### src/rtl/rr_mux8_arbiter_if.sv
// Request/grant/select bundle between the eight requesters and the 8:1 mux arbiter.
// The arbiter takes the slave side; the requester side (or bench) takes master.
interface rr_mux8_arbiter_if;
   logic [7:0] req;
   logic [7:0] gnt;
   logic       S1;
   logic       S2;
   logic       S3;
   logic       valid;

   modport master (output req, input gnt, input S1, input S2, input S3, input valid);
   modport slave  (input req, output gnt, output S1, output S2, output S3, output valid);
endinterface

### src/rtl/rr_mux8_arbiter.sv
// Round-robin arbiter for the shared 8:1 mux: one-hot grant, registered select
// lines and a bounded hold time whenever other requesters are waiting.
module rr_mux8_arbiter #(
   parameter int MAX_HOLD = 4
) (
   input  logic              clk,
   input  logic              rst,
   rr_mux8_arbiter_if.slave  bus
);

   localparam logic [3:0] HOLD_LIM = 4'(MAX_HOLD);

   typedef enum logic {IDLE, GRANT} state_t;

   state_t     state;
   logic [7:0] gnt_r;
   logic [2:0] sel_r;
   logic [2:0] lptr;
   logic       vld_r;
   logic [3:0] hold_cnt;

   logic [7:0] others;
   logic       own_req;
   logic [3:0] pick_req;
   logic [3:0] pick_oth;

   // Returns {found, index} of the first set bit scanning p+1, p+2, ... modulo 8.
   function automatic logic [3:0] rr_pick(input logic [7:0] r, input logic [2:0] p);
      logic [3:0] res;
      logic [2:0] idx;
      res = 4'b0;
      for (int i = 8; i >= 1; i--) begin
         idx = p + 3'(i);
         if (r[idx]) res = {1'b1, idx};
      end
      return res;
   endfunction

   always_comb begin
      others   = bus.req & ~gnt_r;
      own_req  = |(bus.req & gnt_r);
      pick_req = rr_pick(bus.req, lptr);
      pick_oth = rr_pick(others, lptr);
   end

   always_ff @(posedge clk) begin
      if (rst) begin
         state    <= IDLE;
         gnt_r    <= 8'h00;
         sel_r    <= 3'd0;
         vld_r    <= 1'b0;
         lptr     <= 3'd7;
         hold_cnt <= 4'd0;
      end else begin
         case (state)
            IDLE: begin
               if (pick_req[3]) begin
                  gnt_r    <= 8'(1) << pick_req[2:0];
                  sel_r    <= pick_req[2:0];
                  lptr     <= pick_req[2:0];
                  vld_r    <= 1'b1;
                  hold_cnt <= 4'd1;
                  state    <= GRANT;
               end
            end
            GRANT: begin
               // lptr always names the current owner while in GRANT.
               if ((!own_req || hold_cnt >= HOLD_LIM) && pick_oth[3]) begin
                  gnt_r    <= 8'(1) << pick_oth[2:0];
                  sel_r    <= pick_oth[2:0];
                  lptr     <= pick_oth[2:0];
                  hold_cnt <= 4'd1;
               end else if (!own_req) begin
                  gnt_r <= 8'h00;
                  vld_r <= 1'b0;
                  state <= IDLE;
               end else if (hold_cnt < HOLD_LIM) begin
                  hold_cnt <= hold_cnt + 4'd1;
               end
            end
            default: state <= IDLE;
         endcase
      end
   end

   assign bus.gnt   = gnt_r;
   assign bus.S1    = sel_r[0];
   assign bus.S2    = sel_r[1];
   assign bus.S3    = sel_r[2];
   assign bus.valid = vld_r;

endmodule

### src/flat_wrapper.sv
// flat-port wrapper written by rule: the top's interface ports become plain ports
module rr_mux8_arbiter_flat 
#(
   parameter int MAX_HOLD = 4
)
  (clk, rst, bus_req, bus_gnt, bus_S1, bus_S2, bus_S3, bus_valid);
  rr_mux8_arbiter_if bus_i ();
  input  logic clk;
  input  logic rst;
  input wire logic [$bits(bus_i.req)-1:0] bus_req;
  output wire logic [$bits(bus_i.gnt)-1:0] bus_gnt;
  output wire logic [$bits(bus_i.S1)-1:0] bus_S1;
  output wire logic [$bits(bus_i.S2)-1:0] bus_S2;
  output wire logic [$bits(bus_i.S3)-1:0] bus_S3;
  output wire logic [$bits(bus_i.valid)-1:0] bus_valid;
  assign bus_i.req = bus_req;
  assign bus_gnt = bus_i.gnt;
  assign bus_S1 = bus_i.S1;
  assign bus_S2 = bus_i.S2;
  assign bus_S3 = bus_i.S3;
  assign bus_valid = bus_i.valid;
  rr_mux8_arbiter #(.MAX_HOLD(MAX_HOLD)) u_core (.clk(clk), .rst(rst), .bus(bus_i));
endmodule
### config.mk
export PLATFORM = sky130hd
export DESIGN_NAME = rr_mux8_arbiter_flat
export DESIGN_NICKNAME = d
export VERILOG_FILES = /design/src/rtl/rr_mux8_arbiter_if.sv /design/src/rtl/rr_mux8_arbiter.sv /design/src/flat_wrapper.sv
export SDC_FILE = /design/constraint.sdc
export NUM_CORES = 1
export LEC_CHECK = 0
export ABC_AREA = 1
export BUFFER_PORTS_ARGS = -buffer_cell sky130_fd_sc_hd__buf_2
export CORE_ASPECT_RATIO = 1.1
export CORE_MARGIN = 4
export CORE_UTILIZATION = 40
export CTS_CLUSTER_SIZE = 30
export DETAILED_ROUTE_END_ITERATION = 12
export HOLD_SLACK_MARGIN = 0.08
export PLACE_DENSITY = 0.64
export REMOVE_ABC_BUFFERS = 1
export SKIP_CTS_REPAIR_TIMING = 1
export SYNTH_ARGS = -nofsm -noshare
export SYNTH_HDL_FRONTEND = slang
export SYNTH_SLANG_ARGS = --single-unit
export TNS_END_PERCENT = 100
### constraint.sdc
create_clock -name clk -period 3.1 [get_ports clk]
set_input_delay 0 -clock clk [delete_from_list [all_inputs] [get_ports clk]]
set_output_delay 0 -clock clk [all_outputs]
set_load 0.01 [all_outputs]
Word level (Yosys, flattened, before mapping). Cells that the tools add are included.

Bits in registers: 20. Bits of input ports: 10. Output and inout port bits: 12.

Add/subtract/negate cells: 8. $lt $le $gt $ge: 10. Eq/ne operators: 7. Shift operators: 2. Multiplexer cells: 68. Bitwise logic cells: 4. Reduce and logical (&&, ||, !) cells: 8.

Operators with widths (count): $mux 4 (20); $bmux 1 s3 (16); $lt 3x4->1 const B (8); $mux 8 (3); $mux 1 (22); $and 8x8->8 (2); $pmux 8 s2 (1); $shl 1x3->8 const A (2); $add 3x3->3 const B (4); $ne 3x3->1 const B (3); $not 8->8 (1); $pmux 4 s2 (1); $reduce_or 8->1 (1); $add 3x2->3 const B (2); $mux 3 (2); $ne 2x2->1 const B (3); $pmux 3 s2 (1); $reduce_and 3->1 (2); $add 4x1->4 const B (1); $ge 4x3->1 const B (1); $lt 4x3->1 const B (1); $pmux 1 s2 (2); $reduce_and 2->1 (2); $add 3x1->3 const B (1); 5 further kinds (5).

Longest topological paths before layout.
Depth in word-level cells: 15. Depth in mapped cells: 23. Depth with buffers taken out: 21.

Worst setup path after synthesis. Ideal clock, no wire load.

Path type: flip-flop to flip-flop. From: register u_core.lptr[0]. To: register u_core.lptr[0]. Library setup time: 0.136 ns. Arrival time: 2.397 ns. Data required time: 2.964 ns. Slack: 0.567 ns. Stages on the path, launching flop included: 18. Cell sequence: dfxtp_1 > inv_2 > buf_6 > buf_6 > ha_1 > inv_1 > buf_2 > nand3_1 > nand2_1 > nand3_1 > nor3_2 > nand3_2 > nand2_4 > nand3_1 > nand2_2 > nand2_4 > o211ai_1 > o211ai_1.

Word-level cells in the longest chain between the ends: 13.

RTL lines: start, declared (line rr_mux8_arbiter.sv:18) `logic [2:0] lptr;`; start signal, assigned (line rr_mux8_arbiter.sv:60) `lptr <= pick_req[2:0];`; start signal, assigned (line rr_mux8_arbiter.sv:71) `lptr <= pick_oth[2:0];`; $add 3x3->3 or $bmux 1 s3 (tied branches) (line rr_mux8_arbiter.sv:33, rr_mux8_arbiter.sv:34); $bmux 1 s3 or $mux 1 (tied branches) (line rr_mux8_arbiter.sv:34) `if (r[idx]) res = {1'b1, idx};`; $mux 1 (not written as such) or $mux 4 (tied branches) (line rr_mux8_arbiter.sv:34); $mux 4 (7 in series) (line rr_mux8_arbiter.sv:34); $logic_and 1x1->1 (line rr_mux8_arbiter.sv:68) `if ((!own_req || hold_cnt >= HOLD_LIM) && pick_oth[3]) begin`; $ne 2x2->1 (no source line); $reduce_and 2->1 (no source line).

Several ways; a longest one is shown, not always the timed one. The select of a mux whose other input is x is not followed. A chain may end at the register's enable or synchronous reset.

Final worst setup path. Ends and elaborated chain as after synthesis.

==> reports/results.ini <==
[placement]
dpl.cell_count=477
postPlaceCellArea_sq_um=2380
io_buffers=21
gp_congestion=0.966
hpwl_um=5390

[route]
drc_errors=0
viasPerCell=5.53
num_vias=2664
drt_wl_total_um=6920
drtPass1Iterations=8
drt_iter0_markers=346
avgRoutedWirePerCell_um=14.4
ant_nets=0

[cells_and_area]
final_core_util=0.453
drive_gt1_frac=0.147
insertedDiodeCount=0
areaGrowthSynthToFinish_pct=9.28
layout_commonest_cell=nand2_1
nNetsFinal=421
most-common-layout-cells=114 x nand2_1, 99 x nand3_1, 33 x inv_1
final_design_area_no_fill_sq_um=2460
final_cells=482

[global_routing]
grt-ovfl-total=0
antenna_found_initial=0
grt_start_max_net_pins=22
use_met2=0.352
gr-usage-met3=0.0208
grt_pass1_wl_um=11800
use_met1=0.293
track_usage=0.212
global_route.peak_usage_layer=met2
grt_pass1_vias=2465

[setup_path]
cp_cell_sequence=inv_2 > ha_1 > inv_1 > nand3_1 > nand3_2 > nand2_2 > nor3_2 > nand3_2 > nand2_4 > nand3_1 > nand2_2 > nand2_4 > o211ai_1 > o211ai_1
critPathArrivalTime_ns=2.75
slowest_delay_ns=0.34
cp-end-kind=flip-flop
path_buf_inv=2
rr_worst_depth=14
cp_top_family=simple AND/OR/NAND/NOR gates
cp.depth=14
worstSetupPathType=flip-flop to flip-flop
critPathRequiredTime_ns=3.24
slowest_stage=dfxtp_1
cp_max_fo=12
start_kind=flip-flop

[synthesis]
synth_xor_area_frac=0.0183
synth_compound_area_frac=0.137
muxShareOfSynthArea=0
synth_seq_cells=20
synth_cell_types=34
synth_top_family_by_area=simple AND/OR/NAND/NOR gates
synth-simple-area-share=0.536
syn_inst=389
ys_seq_area_frac=0.178
syn_area_per_cell_sq_um=5.79
syn_area_sq_um=2250
synthAdderAreaFrac=0.0167
ys_warn_count=0

[floorplanning]
rows=28
fp.dieH_um=86.7
core_sq_um=5430
io_pins=22
die_area_sq_um=6890
die_x_um=79.5
start_util=0.415

[timing]
post-route-period-util=0.841
post-route-min-period_ns=2.61
slew_violations=0
worst_pin_slew_ns=0.591
fmax_ghz=0.383
finalSetupTns_ns=0
finalSetupViolCount=0
finalHoldViolCount=0
grt_setup_unrepaired=false
worst_clock_skew_ns=0.00352
maxSlewHeadroom=0.605

[hold_path]
whs_path_depth=3
min_path_type=primary input to flip-flop

[cts]
clk_pin_slew_worst_paths_ns=0.08
cts_buffers=3
cts.path.max_buffers=2
root_buffer=clkbuf_8
clkSinkCount=20
clk_latency_ns=0.26
cts_tree=built
cts_max_level=1

[flow_run]
max_cap_violations=0

[status]
status=finished, final reports clean

## cell usage after synthesis (all sizes together)
cell	n	area, sq um
buf	11	101
ha	3	37.5
o211ai	4	30.0
dfxtp	20	400
xor2	2	25.0
a221oi	1	15.0
nand4	1	12.5
nand2	121	482
xnor2	1	16.3
nor3	1	10.0
o31ai	1	12.5
a31oi	2	12.5
o211a	1	10.0
a22o	3	26.3
a21oi	19	98.9
nand3	106	566
o21ai	17	88.8
clkbuf	2	7.51
inv	38	148
nor2	33	136
o21a	2	15.0
## worst paths after layout
kind,startpoint,endpoint,slack (ns)
setup / recovery,u_core.lptr[0],u_core.lptr[0],0.49
setup reg to reg,u_core.lptr[0],u_core.lptr[0],0.49
hold / removal,bus_req[3],u_core.state,0.22
hold reg to reg,u_core.hold_cnt[3],u_core.hold_cnt[3],0.45
## worst reg2reg max path: cells and delay by family (launching register included)
family	cells	cell delay (ns)
AO/OA/AOI/OAI	2	0.23
adder cells (fa/ha/maj)	1	0.30
buffers and inverters	2	0.36
flip-flops	1	0.34
AND/OR/NAND/NOR	9	1.25
## registers in the layout (all words and copies together), names as in the netlist
name,flops
u_core.bus.gnt,8
u_core.sel_r,3
u_core.state,1
u_core.lptr,3
u_core.hold_cnt,4
u_core.bus.valid,1
## per-layer routing
layer  vias up  share of wire
li1       1338              -
met1      1199           0.46
met2       117           0.47
met3        10          0.068
met4         0          0.011
met5         -              0
## layout make-up
| type | instances | area, sq um |
|---|---|---|
| Timing Repair Buffer | 27 | 153 |
| Sequential cell | 20 | 400 |
| Multi-Input combinational cell | 318 | 1590 |
| Clock buffer | 3 | 41.3 |
| Clock inverter | 1 | 30.0 |
| Tap cell | 75 | 93.8 |
| Fill cell | 579 | 2970 |
| Inverter | 38 | 148 |
## logic make-up (layout without fill, tap and decap cells)
family                     after synthesis  count (layout)
and+or+nand+nor                        262             262
DFF                                     20              20
adders and majority gates                3               3
buffers and inverters                   51              69
AOI/OAI and AO/OA                       50              50
xor gates and xnor gates                 3               3
## stage by stage
stage	worst slack, ns	hold WS, ns
finish	0.492	0.221
CTS	0.536	0.0158
floorplan	0.0986	0.0691
global placement	0.539	0.295
detailed placement	0.562	0.301
global route	0.236	0.263
Power is left out: the tool's default activity adds up to more than one toggle a clock period on the data nets, which glitch-free logic cannot reach.
